$ cat src/rtl/accum_rr_scheduler.sv
// Round-robin shared accumulator: four requesters feed one adder under a req/ack handshake.
// Optional build macro ACCUM_SAT_EN makes the sum saturate on overflow instead of wrapping.
module accum_rr_scheduler #(
  parameter int unsigned DATA_W = 16,
  parameter int unsigned SUM_W  = 24,
  parameter int unsigned CNT_W  = 8
) (
  input  logic                clk,
  input  logic                rst_n,
  input  logic                start,
  input  logic [CNT_W-1:0]    count,
  input  logic [3:0]          req,
  input  logic [4*DATA_W-1:0] data_in,
  output logic [3:0]          ack,
  output logic [SUM_W-1:0]    sum,
  output logic                busy,
  output logic                done,
  output logic                ovf
);

  typedef enum logic [1:0] {StIdle, StAccum, StDone} state_e;

  state_e             r_state;
  state_e             w_state_next;
  logic [SUM_W-1:0]   r_sum;
  logic [CNT_W-1:0]   r_rem;
  logic [1:0]         r_ptr;
  logic               r_ovf;

  logic [3:0]         w_ack;
  logic [1:0]         w_idx;
  logic               w_found;
  logic               w_accept;
  logic [DATA_W-1:0]  w_data;
  logic [SUM_W:0]     w_opnd;
  logic [SUM_W:0]     w_add;
  logic               w_carry;
  logic [SUM_W-1:0]   w_sum_next;

  // First requester at or after the pointer, searching upward mod 4.
  always_comb begin
    logic [1:0] cand;
    w_ack   = '0;
    w_idx   = r_ptr;
    w_found = 1'b0;
    cand    = r_ptr;
    for (int k = 0; k < 4; k++) begin
      cand = r_ptr + 2'(k);
      if (!w_found && req[cand]) begin
        w_found = 1'b1;
        w_idx   = cand;
      end
    end
    if (r_state == StAccum && w_found) begin
      w_ack[w_idx] = 1'b1;
    end
  end

  assign w_accept = |w_ack;
  assign w_data   = data_in[w_idx*DATA_W +: DATA_W];

  always_comb begin
    w_opnd               = '0;
    w_opnd[DATA_W-1:0]   = w_data;
    w_add                = {1'b0, r_sum} + w_opnd;
    w_carry              = w_add[SUM_W];
`ifdef ACCUM_SAT_EN
    // Once at all-ones, any further nonzero add carries again, so the sum stays pinned.
    w_sum_next           = w_carry ? {SUM_W{1'b1}} : w_add[SUM_W-1:0];
`else
    w_sum_next           = w_add[SUM_W-1:0];
`endif
  end

  always_comb begin
    w_state_next = r_state;
    unique case (r_state)
      StIdle: begin
        if (start) begin
          w_state_next = (count != '0) ? StAccum : StDone;
        end
      end
      StAccum: begin
        if (w_accept && r_rem == CNT_W'(1)) begin
          w_state_next = StDone;
        end
      end
      StDone:  w_state_next = StIdle;
      default: w_state_next = StIdle;
    endcase
  end

  always_ff @(posedge clk or negedge rst_n) begin
    if (!rst_n) begin
      r_state <= StIdle;
      r_sum   <= '0;
      r_rem   <= '0;
      r_ptr   <= '0;
      r_ovf   <= 1'b0;
    end else begin
      r_state <= w_state_next;
      if (r_state == StIdle && start) begin
        r_sum <= '0;
        r_ovf <= 1'b0;
        r_rem <= count;
      end else if (w_accept) begin
        r_sum <= w_sum_next;
        r_rem <= r_rem - CNT_W'(1);
        r_ptr <= w_idx + 2'd1;
        if (w_carry) begin
          r_ovf <= 1'b1;
        end
      end
    end
  end

  assign ack  = w_ack;
  assign sum  = r_sum;
  assign busy = (r_state == StAccum);
  assign done = (r_state == StDone);
  assign ovf  = r_ovf;

endmodule

$ cat config.mk
export PLATFORM = sky130hd
export DESIGN_NAME = accum_rr_scheduler
export DESIGN_NICKNAME = d
export VERILOG_FILES = /design/src/rtl/accum_rr_scheduler.sv
export SDC_FILE = /design/constraint.sdc
export NUM_CORES = 1
export LEC_CHECK = 0
export CORE_MARGIN = 4
export CORE_UTILIZATION = 50
export DETAILED_ROUTE_END_ITERATION = 12
export PLACE_DENSITY = 0.87
export SLEW_MARGIN = 30
export SYNTH_ARGS = -nofsm -noshare
export SYNTH_HDL_FRONTEND = slang
export SYNTH_SLANG_ARGS = --single-unit
$ cat constraint.sdc
create_clock -name clk -period 5.9 [get_ports clk]
set_clock_uncertainty 0.1 [all_clocks]
set_input_delay 1.18 -clock clk [delete_from_list [all_inputs] [get_ports clk]]
set_output_delay 1.18 -clock clk [all_outputs]
set_load 0.02 [all_outputs]
==> results_dict.tcl, run 1 <==
set metrics [dict create \
    outcome "complete, no violations" \
    hold_violations 0 \
    peakVddDrop_uv 417 \
    critical_path_class "in -> reg" \
    synth_cells 361 \
    die-area_sq_um 7700 \
    diodes 0 \
    yosys_warnings 0 \
    dieHeight_microns 87.8 \
    setup_viol 0 \
    final_common_cell "clkdlybuf4s50_1" \
    synth_enable_flop_cells 0 \
    grt_pass1_vias 3261 \
    avgSynthCellArea_sq_um 8.81 \
    leakage_nw 1.94 \
    synthesis.area_sq_um 3180 \
    clk_path_buf_depth 2 \
    endpoint_kind "flip-flop" \
    slew_viol_final 0 \
    initial_core_util_pct 52.5 \
    synth_nets 465 \
    tightest_slew_ns 0.667 \
    cts_tree "built" \
    rr_worst_depth 14 \
    worst-path-max-fanout 26 \
    dr.pass1.iters 4 \
    cap_violations 0 \
    final_util_pct 73.2 \
    synthTopCellsByArea "dfrtp_1 29%, mux2i_1 17%, ha_1 9.4%" \
    whs_path_depth 2 \
    fin_crit_sh_pct 84.2 \
    overflow 0 \
    cts-root-buf "clkbuf_8" \
    clock_latency_ns 0.30 \
    grt_first_pass_wirelength_microns 15600 \
    antenna_left 0 \
    async_flop_share_pct 100 \
    cp-start-kind "input port" \
    drt_iter0_markers 203 \
    clkSlewWorstSetupHoldPaths_ns 0.08 \
    drc 0 \
    place_hpwl_microns 7180 \
    powerDensity_nw_per_um2 576 \
    critPathRequiredTime_ns 5.98 \
    io_pins 110 \
    cts_setup_buffers 0 \
    clock-sinks 37 \
    die_x_microns 87.8 \
    period_needed_ns 4.97 \
    fin_nets 571 \
    yosys.area.top_type_share_pct 29.1 \
    synth.distinct_cells 55 \
    layout_common_cells "108 x clkdlybuf4s50_1, 53 x mux2i_1, 37 x dfrtp_1, 33 x o21ai_0, 32 x nand2_1" \
    vias_per_cell 5.83 \
    io_buffers 109 \
    arrival_ns 5.04 \
    routed_wl_microns 9410 \
    numCtsBuffers 5 \
    hold_path.class "reg -> reg" \
    antenna_found_initial 0 \
    whs_ns 0.386 \
    drive_gt1_share_pct 4.93 \
    max_freq_ghz 0.201 \
    ys_ff_latch 37 \
    slew_headroom_pct 55.5 \
    grt_usage_pct 25.5 \
    synth_flop_cell "dfrtp_1" \
    ys_seq_area_share_pct 29.1 \
    vias 3159 \
    multiInputGateArea_sq_um 2170 \
    area_growth_pct 39.5 \
    synth_top_area_cell "dfrtp_1" \
    core_area_sq_um 6060 \
    ctsResizeCount 0 \
    register_area_sq_um 926 \
    htree_levels 2 \
    fillCellCount 483 \
    power_mw 2.55 \
    post_drt_wl_per_cell_microns 17.4 \
    rsz0062_at_grt "false" \
    rows 28 \
    place_congestion 0.926 \
    fin_tns_setup_ns 0 \
    grt_max_degree 38 \
    hold_buffers 0 \
]
==> report_power, final <==
part	switching, mW	internal (mW)	leakage [nW]
Sequential	0.118	0.375	0.464
Combinational	1.04	0.806	1.42
Clock	0.0953	0.123	0.0540
Total	1.25	1.30	1.94
==> final timing paths <==
path	start	endpoint	slack (ns)
setup / recovery	req[3]	sum[18]	0.93
hold / removal	ovf	ovf	0.39
max in group asynchronous	rst_n	sum[4]	4.61
min in group asynchronous	rst_n	sum[8]	0.74
setup reg to reg	r_ptr[0]	sum[18]	1.92
hold reg to reg	ovf	ovf	0.39
==> layer usage <==
metal | vias to the layer above | track usage, % | part of all wire, %
met5 | - | 0 | 0
met4 | 0 | 9.07 | 2.3
met3 | 21 | 5.17 | 6.2
met2 | 117 | 43.2 | 49
met1 | 1493 | 32.3 | 42
li1 | 1528 | - | -
==> metrics by stage <==
step	setup WS [ns]	cell area [sq um]	std cells
after floorplan	1.71	3180	361
after global placement	0.862	4330	535
after detailed placement	0.672	4330	535
after CTS	0.951	4440	542
after global routing	0.712	4440	542
final	0.934	4440	542
==> registers in the layout, summed over array words and instances (netlist names) <==
signal and flops:
ovf 1, r_ptr 2, r_rem 8, r_state 2, sum 24
==> critical path, cell delays in order <==
cell and delay [ns]:
clkdlybuf4s50_1 0.57, nor2_1 0.10, a211o_1 0.31, nand2_2 0.22
buf_4 0.44, mux2i_1 0.16, mux2_2 0.31, fa_1 0.43
nand2b_1 0.20, a21oi_1 0.22, o2111ai_1 0.28, a21oi_1 0.32
o211ai_1 0.15, mux2i_1 0.15
==> cells in the mapped netlist, types with 3 or more instances <==
cell	count
xor2_1	8
a21oi_1	22
nand2_1	33
nand3_1	21
nor3_1	5
and3_1	5
dfrtp_1	37
nor4_1	4
a21o_1	4
and2_1	3
buf_2	6
nand2b_1	6
o21ai_0	33
mux2i_1	53
nor2_1	22
inv_1	7
ha_1	24
nor2b_1	4
nand4_1	3
o211ai_1	3
xnor2_1	12
clkbuf_1	6
==> layout make-up <==
type                    count  area share [%]
clock buffers               5            1.55
multi-input cells         302            48.8
repair buffers            113            25.2
clock inverters             2           0.789
flip-flops and latches     37            20.9
inverters                   8           0.677
well taps                  75            2.11
==> logic make-up after synthesis <==
family	count (synthesis)	synth area share, %
flops	37	29.1
simple gates	115	18.1
mux	54	17.0
buf+inv	22	2.87
fa+ha+maj	25	10.1
xor+xnor	20	5.51
compound gates	88	17.3
Power figures use the tool's default switching activity.
==> inputs of run 2 (changes only) <==
Settings changed: CORE_UTILIZATION 50 to 42, PLACE_DENSITY 0.87 to 0.78.
Clock period 5.9 ns to 4.55 ns, I/O delays scaled along.
==> run 2 against run 1 <==
Effect of this change: non-clock buffer count grew 5; die area up 17%; combinational power up 31%; sequential share of layout area fell by 0.37 points; critical endpoint is now ack[1]; critical path type is now in -> out.
==> results_dict.tcl, run 2 (synthesis gave the netlist of run 1 again) <==
set metrics [dict create \
    drc 0 \
    whs_ns 0.391 \
    endpoint_kind "output pin" \
    rsz0062_at_grt "false" \
    max_freq_ghz 0.234 \
    clkSlewWorstSetupHoldPaths_ns 0.08 \
    vias_per_cell 5.50 \
    grt_usage_pct 20.7 \
    fin_tns_setup_ns 0 \
    slew_viol_final 0 \
    peakVddDrop_uv 415 \
    grt_first_pass_wirelength_microns 15000 \
    period_needed_ns 4.27 \
    clock-sinks 37 \
    io_pins 110 \
    tightest_slew_ns 0.561 \
    cts-root-buf "clkbuf_8" \
    hold_violations 0 \
    arrival_ns 3.26 \
    hold_path.class "reg -> reg" \
    cts_setup_buffers 0 \
    powerDensity_nw_per_um2 728 \
    hold_buffers 0 \
    diodes 0 \
    core_area_sq_um 7290 \
    dr.pass1.iters 4 \
    final_common_cell "clkdlybuf4s50_1" \
    setup_viol 0 \
    critical_path_class "in -> out" \
    antenna_found_initial 0 \
    largest_register_ffs 24 \
    worst-path-max-fanout 13 \
    die_x_microns 95.0 \
    clock_latency_ns 0.29 \
    routed_wl_microns 8900 \
    fillCellCount 652 \
    cp-start-kind "input port" \
    layout_common_cells "108 x clkdlybuf4s50_1, 53 x mux2i_1, 37 x dfrtp_1, 33 x o21ai_0, 32 x nand2_1" \
    placed_area_sq_um 4410 \
    post_drt_wl_per_cell_microns 15.6 \
    htree_levels 2 \
    clk_path_buf_depth 2 \
    grt_max_degree 38 \
    dieHeight_microns 95.0 \
    vias 3144 \
    cts_tree "built" \
    antenna_left 0 \
    fin_crit_sh_pct 93.8 \
    leakage_nw 1.97 \
    grt_pass1_vias 3227 \
    numCtsBuffers 5 \
    initial_core_util_pct 43.6 \
    reg2reg_slack_ns 1.01 \
    io_buffers 109 \
    place_hpwl_microns 7150 \
    rows 31 \
    area_growth_pct 42.1 \
    cap_violations 0 \
    overflow 0 \
    drive_gt1_share_pct 6.55 \
    place_congestion 0.886 \
    drt_iter0_markers 173 \
    fin_nets 576 \
    final_cell_area_sq_um 4520 \
    critPathRequiredTime_ns 3.54 \
    slew_headroom_pct 62.6 \
    outcome "complete, no violations" \
    die-area_sq_um 9030 \
]
run 2: report_power, final:
part           internal (mW)  switching (mW)  total, mW
Sequential             0.486           0.149      0.635
Clock                  0.123           0.121      0.244
Combinational           1.09            1.32       2.41
Total                   1.70            1.59       3.29
run 2: what timing repair did:
| item | 4_1_cts | 5_1_grt |
|---|---|---|
| endpoints found under the setup margin | 0 | 4 |
| resized for setup | 0 | 3 |
| hold endpoints to repair | 0 | 0 |
run 2: worst paths after layout:
kind | startpoint | endpoint | cells after the start
max | req[3] | ack[1] | 9
min | ovf | ovf | 2
max reg2reg | r_ptr[0] | sum[23] | 13
min reg2reg | ovf | ovf | 2
max in group asynchronous | rst_n | sum[13] | 1
min in group asynchronous | rst_n | r_rem[4] | 1
run 2: layout make-up:
class | count | area [sq um] | area share (%)
multi-input combinational | 302 | 2170 | 48.1
clock buffer | 6 | 82.6 | 1.83
inverter | 8 | 30.0 | 0.665
sequential | 37 | 926 | 20.5
tap | 99 | 124 | 2.74
timing repair buffer | 118 | 1170 | 25.9
clock inverter | 2 | 13.8 | 0.305
run 2: stage by stage:
stage / power, mW / cells / worst slack [ns] / utilization (%)
after floorplan: 2.29 / 361 / 0.630 / -
after global placement: 2.94 / 564 / 0.101 / 60.5
after detailed placement: 3.01 / 564 / -0.00597 / 60.5
after CTS: 3.28 / 572 / 0.283 / 61.8
after global routing: 3.60 / 572 / 0.0492 / 62.0
final: 3.29 / 572 / 0.283 / 62.0
run 2: metal layers:
layer / part of all wire, % / vias to the layer above / track usage, %
met4: 0.96 / 0 / 4.69
met5: 0 / - / 0
met1: 44 / 1493 / 26.5
li1: - / 1548 / -
met2: 49 / 95 / 36.3
met3: 6.0 / 8 / 3.55
run 2: critical path, stage by stage:
cell	delay [ns]
clkdlybuf4s50_1	0.57
nor2_1	0.09
a211o_1	0.30
nand2_2	0.13
buf_4	0.26
inv_1	0.10
ha_1	0.21
and3_1	0.15
clkdlybuf4s50_1	0.54
